`src/rtl/net_pkg.sv`:
```
// Shared types and defaults for the network input decimator slice.
package net_pkg;

  localparam int W_DEFAULT = 16;

  typedef enum logic [1:0] {
    IDLE,
    EMIT,
    PULSE
  } dec_state_t;

  // Phase counter width; a RATIO of 1 still needs a one-bit counter.
  function automatic int ph_width(input int ratio);
    return (ratio > 1) ? $clog2(ratio) : 1;
  endfunction

endpackage

```
`src/rtl/net_input_decimator_if.sv`:
```
// Codec-side inputs and network-side outputs of the decimator, grouped as one bus.
interface net_input_decimator_if #(
  parameter int W = net_pkg::W_DEFAULT
);
  logic                sample_clk;
  logic signed [W-1:0] sample_in0;
  logic signed [W-1:0] sample_in1;
  logic signed [W-1:0] sample_in2;
  logic signed [W-1:0] sample_in3;
  logic [7:0]          jack;
  logic signed [W-1:0] net_in0;
  logic signed [W-1:0] net_in1;
  logic signed [W-1:0] net_in2;
  logic signed [W-1:0] net_in3;
  logic                net_sample_clk;
  logic [7:0]          overrun_count;

  modport master (
    output sample_clk, sample_in0, sample_in1, sample_in2, sample_in3, jack,
    input  net_in0, net_in1, net_in2, net_in3, net_sample_clk, overrun_count
  );

  modport slave (
    input  sample_clk, sample_in0, sample_in1, sample_in2, sample_in3, jack,
    output net_in0, net_in1, net_in2, net_in3, net_sample_clk, overrun_count
  );
endinterface

```
`src/rtl/net_input_decimator_boxcar_acc.sv`:
```
// One channel of boxcar accumulation; avg is the floor average of the current block.
module boxcar_acc
  import net_pkg::*;
#(
  parameter int W     = W_DEFAULT,
  parameter int RATIO = 4
) (
  input  logic                clk,
  input  logic                rst,
  input  logic                add,
  input  logic                clr,
  input  logic signed [W-1:0] sample,
  output logic signed [W-1:0] avg
);
  localparam int SH = $clog2(RATIO);
  localparam int AW = W + SH;

  logic signed [AW-1:0] acc;
  logic signed [AW-1:0] sample_x;

  assign sample_x = AW'(sample);

  // A sample arriving on the clear cycle seeds the next block.
  always_ff @(posedge clk or posedge rst) begin
    if (rst) begin
      acc <= '0;
    end else if (clr) begin
      acc <= add ? sample_x : '0;
    end else if (add) begin
      acc <= acc + sample_x;
    end
  end

  assign avg = W'(acc >>> SH);

endmodule

```
`src/rtl/net_input_decimator.sv`:
```
// Decimates four codec channels by RATIO and strobes the result to the network.
//
// state | meaning
// IDLE  | waiting for a block of RATIO samples to complete
// EMIT  | load averaged outputs, clear accumulators (net_sample_clk low)
// PULSE | net_sample_clk high, pulse counter running down
module net_input_decimator
  import net_pkg::*;
#(
  parameter int W         = W_DEFAULT,
  parameter int RATIO     = 4,
  parameter int PULSE_LEN = 4
) (
  input logic                  clk,
  input logic                  rst,
  net_input_decimator_if.slave bus
);
  localparam int              PW      = ph_width(RATIO);
  localparam logic [PW-1:0]   PH_LAST = PW'(RATIO - 1);

  dec_state_t          state, state_nxt;
  logic [3:0]          pcnt, pcnt_nxt;
  logic [PW-1:0]       ph, ph_cur, ph_nxt;
  logic                sclk_q, armed, smp_edge, blk_done, overrun;
  logic [7:0]          ovr_cnt;
  logic signed [W-1:0] smp   [4];
  logic signed [W-1:0] avg   [4];
  logic signed [W-1:0] net_q [4];
  logic                jack_unused;

  assign smp[0] = bus.jack[0] ? bus.sample_in0 : '0;
  assign smp[1] = bus.jack[1] ? bus.sample_in1 : '0;
  assign smp[2] = bus.jack[2] ? bus.sample_in2 : '0;
  assign smp[3] = bus.jack[3] ? bus.sample_in3 : '0;
  assign jack_unused = ^bus.jack[7:4];

  // armed keeps a sample_clk that is already high at reset release from counting as an edge.
  assign smp_edge = bus.sample_clk & ~sclk_q & armed;

  for (genvar i = 0; i < 4; i++) begin : g_ch
    boxcar_acc #(.W(W), .RATIO(RATIO)) u_acc (
      .clk    (clk),
      .rst    (rst),
      .add    (smp_edge),
      .clr    (state == EMIT),
      .sample (smp[i]),
      .avg    (avg[i])
    );
  end

  always_comb begin
    ph_cur   = (state == EMIT) ? '0 : ph;
    blk_done = smp_edge && (ph_cur == PH_LAST);
    ph_nxt   = ph_cur;
    if (smp_edge) ph_nxt = (ph_cur == PH_LAST) ? '0 : ph_cur + 1'b1;
  end

  always_comb begin
    state_nxt = state;
    pcnt_nxt  = pcnt;
    overrun   = 1'b0;
    case (state)
      IDLE: ;
      EMIT: begin
        state_nxt = PULSE;
        pcnt_nxt  = 4'(PULSE_LEN - 1);
      end
      PULSE: begin
        if (pcnt == 4'd0) state_nxt = IDLE;
        else              pcnt_nxt  = pcnt - 4'd1;
      end
      default: state_nxt = IDLE;
    endcase
    // A block completing mid-pulse cuts the pulse short; its last cycle is not an overrun.
    if (blk_done) begin
      state_nxt = EMIT;
      overrun   = (state == PULSE) && (pcnt != 4'd0);
    end
  end

  always_ff @(posedge clk or posedge rst) begin
    if (rst) begin
      state   <= IDLE;
      pcnt    <= '0;
      ph      <= '0;
      sclk_q  <= 1'b0;
      armed   <= 1'b0;
      ovr_cnt <= '0;
      for (int i = 0; i < 4; i++) net_q[i] <= '0;
    end else begin
      state  <= state_nxt;
      pcnt   <= pcnt_nxt;
      ph     <= ph_nxt;
      sclk_q <= bus.sample_clk;
      armed  <= armed | ~bus.sample_clk;
      if (overrun && (ovr_cnt != 8'hFF)) ovr_cnt <= ovr_cnt + 8'd1;
      if (state == EMIT) begin
        for (int i = 0; i < 4; i++) net_q[i] <= avg[i];
      end
    end
  end

  assign bus.net_in0        = net_q[0];
  assign bus.net_in1        = net_q[1];
  assign bus.net_in2        = net_q[2];
  assign bus.net_in3        = net_q[3];
  assign bus.net_sample_clk = (state == PULSE);
  assign bus.overrun_count  = ovr_cnt;

endmodule

```
`src/flat_wrapper.sv`:
```
// flat-port wrapper written by rule: the top's interface ports become plain ports
module net_input_decimator_flat import net_pkg::*;
#(
  parameter int W         = W_DEFAULT,
  parameter int RATIO     = 4,
  parameter int PULSE_LEN = 4
)
  (clk, rst, bus_sample_clk, bus_sample_in0, bus_sample_in1, bus_sample_in2, bus_sample_in3, bus_jack, bus_net_in0, bus_net_in1, bus_net_in2, bus_net_in3, bus_net_sample_clk, bus_overrun_count);
  net_input_decimator_if #(.W(W)) bus_i ();
  input logic clk;
  input logic rst;
  input wire logic [$bits(bus_i.sample_clk)-1:0] bus_sample_clk;
  input wire logic [$bits(bus_i.sample_in0)-1:0] bus_sample_in0;
  input wire logic [$bits(bus_i.sample_in1)-1:0] bus_sample_in1;
  input wire logic [$bits(bus_i.sample_in2)-1:0] bus_sample_in2;
  input wire logic [$bits(bus_i.sample_in3)-1:0] bus_sample_in3;
  input wire logic [$bits(bus_i.jack)-1:0] bus_jack;
  output wire logic [$bits(bus_i.net_in0)-1:0] bus_net_in0;
  output wire logic [$bits(bus_i.net_in1)-1:0] bus_net_in1;
  output wire logic [$bits(bus_i.net_in2)-1:0] bus_net_in2;
  output wire logic [$bits(bus_i.net_in3)-1:0] bus_net_in3;
  output wire logic [$bits(bus_i.net_sample_clk)-1:0] bus_net_sample_clk;
  output wire logic [$bits(bus_i.overrun_count)-1:0] bus_overrun_count;
  assign bus_i.sample_clk = bus_sample_clk;
  assign bus_i.sample_in0 = bus_sample_in0;
  assign bus_i.sample_in1 = bus_sample_in1;
  assign bus_i.sample_in2 = bus_sample_in2;
  assign bus_i.sample_in3 = bus_sample_in3;
  assign bus_i.jack = bus_jack;
  assign bus_net_in0 = bus_i.net_in0;
  assign bus_net_in1 = bus_i.net_in1;
  assign bus_net_in2 = bus_i.net_in2;
  assign bus_net_in3 = bus_i.net_in3;
  assign bus_net_sample_clk = bus_i.net_sample_clk;
  assign bus_overrun_count = bus_i.overrun_count;
  net_input_decimator #(.W(W), .RATIO(RATIO), .PULSE_LEN(PULSE_LEN)) u_core (.clk(clk), .rst(rst), .bus(bus_i));
endmodule
```
`config.mk`:
```
export PLATFORM = sky130hd
export DESIGN_NAME = net_input_decimator_flat
export DESIGN_NICKNAME = d
export VERILOG_FILES = /design/src/rtl/net_pkg.sv /design/src/rtl/net_input_decimator_if.sv /design/src/rtl/net_input_decimator_boxcar_acc.sv /design/src/rtl/net_input_decimator.sv /design/src/flat_wrapper.sv
export SDC_FILE = /design/constraint.sdc
export NUM_CORES = 1
export LEC_CHECK = 0
export CORE_ASPECT_RATIO = 0.75
export CORE_MARGIN = 5
export CORE_UTILIZATION = 50
export CTS_CLUSTER_DIAMETER = 150
export DETAILED_ROUTE_END_ITERATION = 6
export GPL_ROUTABILITY_DRIVEN = 0
export PLACE_DENSITY = 0.85
export REMOVE_ABC_BUFFERS = 1
export SLEW_MARGIN = 10
export SYNTH_ARGS = -nofsm -noshare
export SYNTH_HDL_FRONTEND = slang
export SYNTH_SLANG_ARGS = --single-unit
```
`constraint.sdc`:
```
create_clock -name clk -period 6.6 [get_ports clk]
set_input_delay 1.32 -clock clk [delete_from_list [all_inputs] [get_ports clk]]
set_output_delay 1.32 -clock clk [all_outputs]
set_load 0.03 [all_outputs]
```
==> summary.md, run 1 <==
| Metric | Value |
|---|---|
| DRT iter0 DRCs | `812` |
| Rel. slew slack | `28.57%` |
| Starting density of the core | `50.65%` |
| Fin. Hold Viols | `0` |
| NetSw | `2.069 mW` |
| Die area | `23410 um2` |
| Pwr Total | `5.060 mW` |
| Crit-path slowest cell | `clkdlybuf4s50_1` |
| Hold slack | `0.4724 ns` |
| Commonest non-fill, non-tap cell in the layout | `nand2_1` |
| TritonCTS clock tree | `yes` |
| Final net count | `1457` |
| Cell family with most CP delay | `simple AND/OR/NAND/NOR gates` |
| I/O Buffers | `143` |
| First-pass GRT wire length | `43710 um` |
| Sink Count | `154` |
| Critical Path Start Type | `input port` |
| Pwr/cell area | `407.9 nW/um2` |
| Vias in the first global route | `8880` |
| Vias/cell | `5.783` |
| Critical Path RT | `6.96 ns` |
| Cells after synthesis | `1204` |
| Status | `complete, no violations` |
| RSZ-0062 raised after global routing | `false` |
| Post-CTS sizing | `0` |
| VDD IR max | `186.7 uV` |
| Register area share after synthesis | `37.75%` |
| Post-DRT Antenna Nets | `0` |
| Tot GR Track Use | `22.35%` |
| Number of flops mapped to enable cells by yosys | `0` |
| WL final | `26170 um` |
| Fin util | `61.54%` |
| Core area | `20160 um2` |
| Sw frac | `40.88%` |
| CP cell instances | `clkdlybuf4s50_1 > and2_1 > ha_1 > inv_1 > fa_1 > nand2b_1 > a21oi_2 > a311oi_2 > o31ai_2 > a21oi_2 > nor2b_1 > or4_1 > nand3_1` |
| Yosys warnings | `0` |
| CP dominant cell by count | `a21oi_2` |
| Final period utilization | `68.39%` |
| DR WL/cell | `16.54 um` |
| Clock root cell | `clkbuf_16` |
| Row count | `45` |
| Share of total power in the clock network | `20.0%` |
| Die width | `175.0 um` |
| Most frequent cells in the layout | `nand2_1 (294), dfrtp_1 (154), clkdlybuf4s50_1 (143), a21oi_1 (67), ha_1 (67)` |
| Predominant post-synthesis flop cell | `dfrtp_1` |
| Crit-path max cell delay | `0.90 ns` |
| Max-cap viol count | `0` |
| Die H | `133.8 um` |
| Final min period | `4.514 ns` |
| Worst Path Buf+Inv | `2` |
| Share of cells above drive strength 1 | `5.745%` |
| Post-DP HPWL | `17940 um` |
| Register bit total from synthesis | `154` |
| Combinational power share | `47.9%` |
| Arr. time, crit path | `4.87 ns` |
| DRT Pass-1 Iters | `5` |
| Seq pwr share | `32.1%` |
| Synth cell types | `78` |
| H-tree depth | `4` |
| Leakage power figure | `5.791 nW` |
| GR Overflow Total | `0` |
| CTS Buf Count | `17` |
| Int Pwr | `2.991 mW` |
| HP Class | `register to register` |
| Clk buf depth | `2` |
| CTS Hold Bufs | `0` |
| Synth Area per Inst | `8.480 um2` |
| Worst Tran Pin Value | `1.071 ns` |
| Clk slew on worst S/H paths | `0.06 ns` |
| Slew Limit Fails | `0` |
| CP Capture Type | `register` |
| Post-CTS Setup Bufs | `0` |
| Post-Syn Area | `10210 um2` |
| DRC Markers | `0` |
| Initial antenna violation count | `3` |
| Fmax | `0.2215 GHz` |
| Top Ports | `148` |
| Async SR Flop Fraction | `100.0%` |
| WS Path Type | `input port to register` |
| Largest net degree at the start of global routing | `110` |
| Clock Skew | `0.009230 ns` |
| Endpoints failing setup | `0` |
| Clock Latency Late Sink | `0.43 ns` |
| Crit Path Max Fanout | `18` |
| Via Count | `9149` |
| Area Overhead vs Synth | `21.50%` |
stage by stage:
step                      setup TNS (ns)  setup WS [ns]  std cells  area (um2)
after global routing                   0          1.926       1582       12400
final                                  0          2.086       1582       12400
after CTS                              0          2.117       1581       12400
after floorplan                  -127.75         -2.320       1142        9958
after global placement                 0          1.842       1550       11800
after detailed placement               0          1.727       1550       11800
final timing paths:
check | cells past startpoint | slack, ns | end | start
worst min-delay path | 2 | 0.47 | u_core.bus.net_in1[13]$_DFFE_PP0P_ | u_core.bus.net_in1[13]$_DFFE_PP0P_
worst max-delay path | 13 | 2.09 | u_core.g_ch[0].u_acc.acc[14]$_DFFE_PP0P_ | bus_jack[0]
min in group asynchronous | 2 | 1.49 | u_core.bus.net_in0[13]$_DFFE_PP0P_ | rst
max in group asynchronous | 3 | 3.91 | u_core.g_ch[3].u_acc.acc[5]$_DFFE_PP0P_ | rst
worst min register to register | 2 | 0.47 | u_core.bus.net_in1[13]$_DFFE_PP0P_ | u_core.bus.net_in1[13]$_DFFE_PP0P_
worst max register to register | 11 | 3.79 | u_core.g_ch[0].u_acc.acc[14]$_DFFE_PP0P_ | u_core.g_ch[0].u_acc.acc[0]$_DFFE_PP0P_
area by class of cell:
type / instances / area (um2)
Multi-Input combinational cell: 951 / 5996
Fill cell: 1682 / 7752
Inverter: 37 / 143.9
Clock buffer: 20 / 456.7
Antenna cell: 1 / 2.502
Tap cell: 258 / 322.8
Clock inverter: 11 / 145.1
Sequential cell: 154 / 3854
Timing Repair Buffer: 150 / 1484
cells by family after synthesis:
logic type	Yosys count	synth area share, %
flops	154	37.75
mux	13	1.299
buf+inv	99	3.823
simple gates	495	21.91
compound gates	307	20.55
fa+ha+maj	78	9.694
xor+xnor	58	4.976
worst register-to-register path: cells and delay by family, from the launching register on:
kind                     cells  cell delay (ns)
buffers and inverters        1             0.07
AO/OA/AOI/OAI                4             0.81
AND/OR/NAND/NOR              4             0.89
flip-flops                   1             0.35
adder cells (fa/ha/maj)      2             0.61
Yosys cell counts (11+ instances only):
master,count,area (um2)
a21o_1,33,247.7
a21oi_1,67,335.3
a22o_1,24,210.2
a31oi_1,11,68.82
and2_1,61,381.6
clkbuf_1,51,191.4
dfrtp_1,154,3854
ha_1,67,838.3
inv_1,36,135.1
mux2i_1,11,110.1
nand2_1,294,1104
nand3_1,19,95.09
nor2_1,53,198.9
nor3_1,14,70.07
o21a_1,14,105.1
o21ai_0,59,295.3
o221ai_1,17,148.9
xnor2_1,31,271.5
xor2_1,27,236.5
power by group through the flow:
stage	Clock, mW	Combinational [mW]	Sequential (mW)
global route	1.07	2.67	1.67
detailed placement	0	2.40	1.63
global placement	0	2.32	1.61
floorplan	0	1.44	1.86
CTS	1.03	2.43	1.62
finish	1.01	2.43	1.62
per-layer routing:
layer,track usage [%],vias to the layer above,wire [um]
met4,5.800,4,395
met3,4.596,42,1758
met1,31.25,4372,12220
met2,35.71,322,11770
li1,-,4409,-
met5,0,-,27
state kept, by name (all words and copies together) (netlist names):
| signal | count |
|---|---|
| u_core.ph | 2 |
| u_core.bus.net_in3 | 16 |
| u_core.bus.net_in0 | 16 |
| u_core.g_ch.u_acc.acc | 72 |
| u_core.sclk_q | 1 |
| u_core.bus.overrun_count | 8 |
| u_core.bus.net_in1 | 16 |
| u_core.bus.net_in2 | 16 |
| u_core.pcnt | 4 |
| u_core.armed | 1 |
| u_core.state | 2 |
(Power assumes the default switching activity.)
==> inputs of run 2 (changes only) <==
--- a/config.mk
+++ b/config.mk
@@ -11,7 +11,7 @@
 export CTS_CLUSTER_DIAMETER = 150
 export DETAILED_ROUTE_END_ITERATION = 6
 export GPL_ROUTABILITY_DRIVEN = 0
-export PLACE_DENSITY = 0.85
+export PLACE_DENSITY = 0.88
 export REMOVE_ABC_BUFFERS = 1
 export SLEW_MARGIN = 10
 export SYNTH_ARGS = -nofsm -noshare
==> constraint.sdc (replaced) <==
create_clock -name clk -period 3.6 [get_ports clk]
set_input_delay 0.72 -clock clk [delete_from_list [all_inputs] [get_ports clk]]
set_output_delay 0.72 -clock clk [all_outputs]
set_load 0.03 [all_outputs]
==> run 2 against run 1 <==
Compared with the run above:
- sequential share of layout area decreased by 0.70 points
- design area rose by 2.3%
- first-iteration DRC count is 1.5% lower
- flip-flop and latch count unchanged
- critical path depth unchanged
- setup slack got worse by 1.9 ns
- non-clock buffer count grew 49
- register-to-register slack worse by 2.9 ns
==> summary.md, run 2 (synthesis results as in run 1) <==
| Metric | Value |
|---|---|
| Status | `complete, no violations` |
| Sink Count | `154` |
| Leakage power figure | `5.985 nW` |
| Hold slack | `0.4679 ns` |
| Largest reg by FF count | `u_core.g_ch.u_acc.acc` |
| GR Overflow Total | `0` |
| Rel. slew slack | `52.52%` |
| RSZ-0062 raised after global routing | `false` |
| Final min period | `3.380 ns` |
| Clk slew on worst S/H paths | `0.06 ns` |
| Post-Layout Cell Count | `1629` |
| Vias in the first global route | `9334` |
| Max-cap viol count | `0` |
| Clk buf depth | `2` |
| Clock Skew | `0.01055 ns` |
| Final net count | `1506` |
| Endpoints failing setup | `0` |
| Row count | `45` |
| Commonest non-fill, non-tap cell in the layout | `nand2_1` |
| WS Path Type | `input port to register` |
| Slew Limit Fails | `0` |
| CTS Buf Count | `17` |
| Clock Latency Late Sink | `0.43 ns` |
| Post-CTS Setup Bufs | `0` |
| Fin. Hold Viols | `0` |
| CTS Hold Bufs | `0` |
| Core area | `20160 um2` |
| Final instance area | `12690 um2` |
| Pwr Total | `9.230 mW` |
| DR WL/cell | `16.61 um` |
| DRT Pass-1 Iters | `5` |
| Post-DP HPWL | `19420 um` |
| Arr. time, crit path | `3.74 ns` |
| Crit Path Max Fanout | `4` |
| Final period utilization | `93.90%` |
| I/O Buffers | `143` |
| FILL cells | `1700` |
| TritonCTS clock tree | `yes` |
| Die area | `23410 um2` |
| Fmax | `0.2958 GHz` |
| Worst Tran Pin Value | `0.7108 ns` |
| Most frequent cells in the layout | `nand2_1 (294), dfrtp_1 (154), clkdlybuf4s50_1 (143), a21oi_1 (67), ha_1 (67)` |
| Die H | `133.8 um` |
| Pwr/cell area | `727.4 nW/um2` |
| WL final | `27050 um` |
| Vias/cell | `5.738` |
| Starting density of the core | `50.65%` |
| Via Count | `9348` |
| Placed cell count | `1599` |
| Placed cell area | `12180 um2` |
| Die width | `175.0 um` |
| First-pass GRT wire length | `45020 um` |
| DRT iter0 DRCs | `800` |
| H-tree depth | `4` |
| CP Capture Type | `register` |
| Critical Path RT | `3.96 ns` |
| Max reg flops | `72` |
| Share of cells above drive strength 1 | `9.044%` |
| Post-CTS sizing | `0` |
| HP Class | `register to register` |
| Largest net degree at the start of global routing | `56` |
| Ant diodes | `0` |
| Top Ports | `148` |
| Post-DRT Antenna Nets | `0` |
| Tot GR Track Use | `23.21%` |
| Critical Path Start Type | `input port` |
| DRC Markers | `0` |
| Clock root cell | `clkbuf_16` |
| VDD IR max | `360.1 uV` |
| Area Overhead vs Synth | `24.29%` |
| Initial antenna violation count | `1` |
## run 2: changes by cell type in the layout (fill, tap and decap cells not counted)
cell / delta
bufinv_16: -3
clkinv_2: +2
buf_4: +48
diode_2: -1
clkinvlp_4: +2
buf_12: +1
clkbuf_8: -2
## run 2: where the power goes
group          internal (mW)  switching, mW  total (mW)
registers               2.41          0.563        2.98
logic                   2.10           2.56        4.65
clock network          0.867          0.732        1.60
## run 2: area by class of cell
| cell class | instances | area, um2 | area share [%] |
|---|---|---|---|
| clock inverters | 12 | 80.08 | 0.6310 |
| well taps | 258 | 322.8 | 2.544 |
| multi-input cells | 951 | 5996 | 47.25 |
| flip-flops and latches | 154 | 3854 | 30.37 |
| repair buffers | 199 | 1864 | 14.69 |
| clock buffers | 18 | 429.2 | 3.382 |
| inverters | 37 | 143.9 | 1.134 |
## run 2: routing by layer
layer / GRT usage (%) / vias to the layer above / part of all wire (%)
li1: - / 4492 / -
met1: 31.75 / 4492 / 46
met2: 37.61 / 327 / 46
met3: 4.397 / 35 / 6.5
met4: 7.239 / 2 / 1.4
met5: 0 / - / 0.044
## run 2: critical path: stages
cell and delay [ns]:
clkdlybuf4s50_1 0.58, and2_1 0.19, ha_1 0.17, inv_1 0.06, fa_1 0.42, nand2b_1 0.17, a21oi_2 0.17, a311oi_2 0.14
o31ai_2 0.32, a21oi_2 0.11, nor2b_1 0.14, or4_1 0.46, nand3_1 0.09
## run 2: final timing paths
check | startpoint | to | slack (ns) | cells past startpoint
max | bus_jack[0] | u_core.g_ch[0].u_acc.acc[14]$_DFFE_PP0P_ | 0.22 | 13
min | u_core.armed$_DFF_PP0_ | u_core.armed$_DFF_PP0_ | 0.47 | 1
max reg2reg | u_core.g_ch[2].u_acc.acc[0]$_DFFE_PP0P_ | u_core.g_ch[2].u_acc.acc[16]$_DFFE_PP0P_ | 0.86 | 11
min reg2reg | u_core.armed$_DFF_PP0_ | u_core.armed$_DFF_PP0_ | 0.47 | 1
max in group asynchronous | rst | u_core.g_ch[0].u_acc.acc[2]$_DFFE_PP0P_ | 2.13 | 3
min in group asynchronous | rst | u_core.bus.net_in1[13]$_DFFE_PP0P_ | 0.73 | 2
## run 2: through the flow
step           setup WS (ns)  setup TNS [ns]  utilization (%)
3_3_place_gp         -0.1671         -0.3960            60.43
5_1_grt              0.02851               0            62.95
4_1_cts               0.2355               0            62.95
2_1_floorplan         -5.320         -628.93                -
3_5_place_dp         -0.2024         -0.8248            60.43
6_report              0.2196               0            62.95
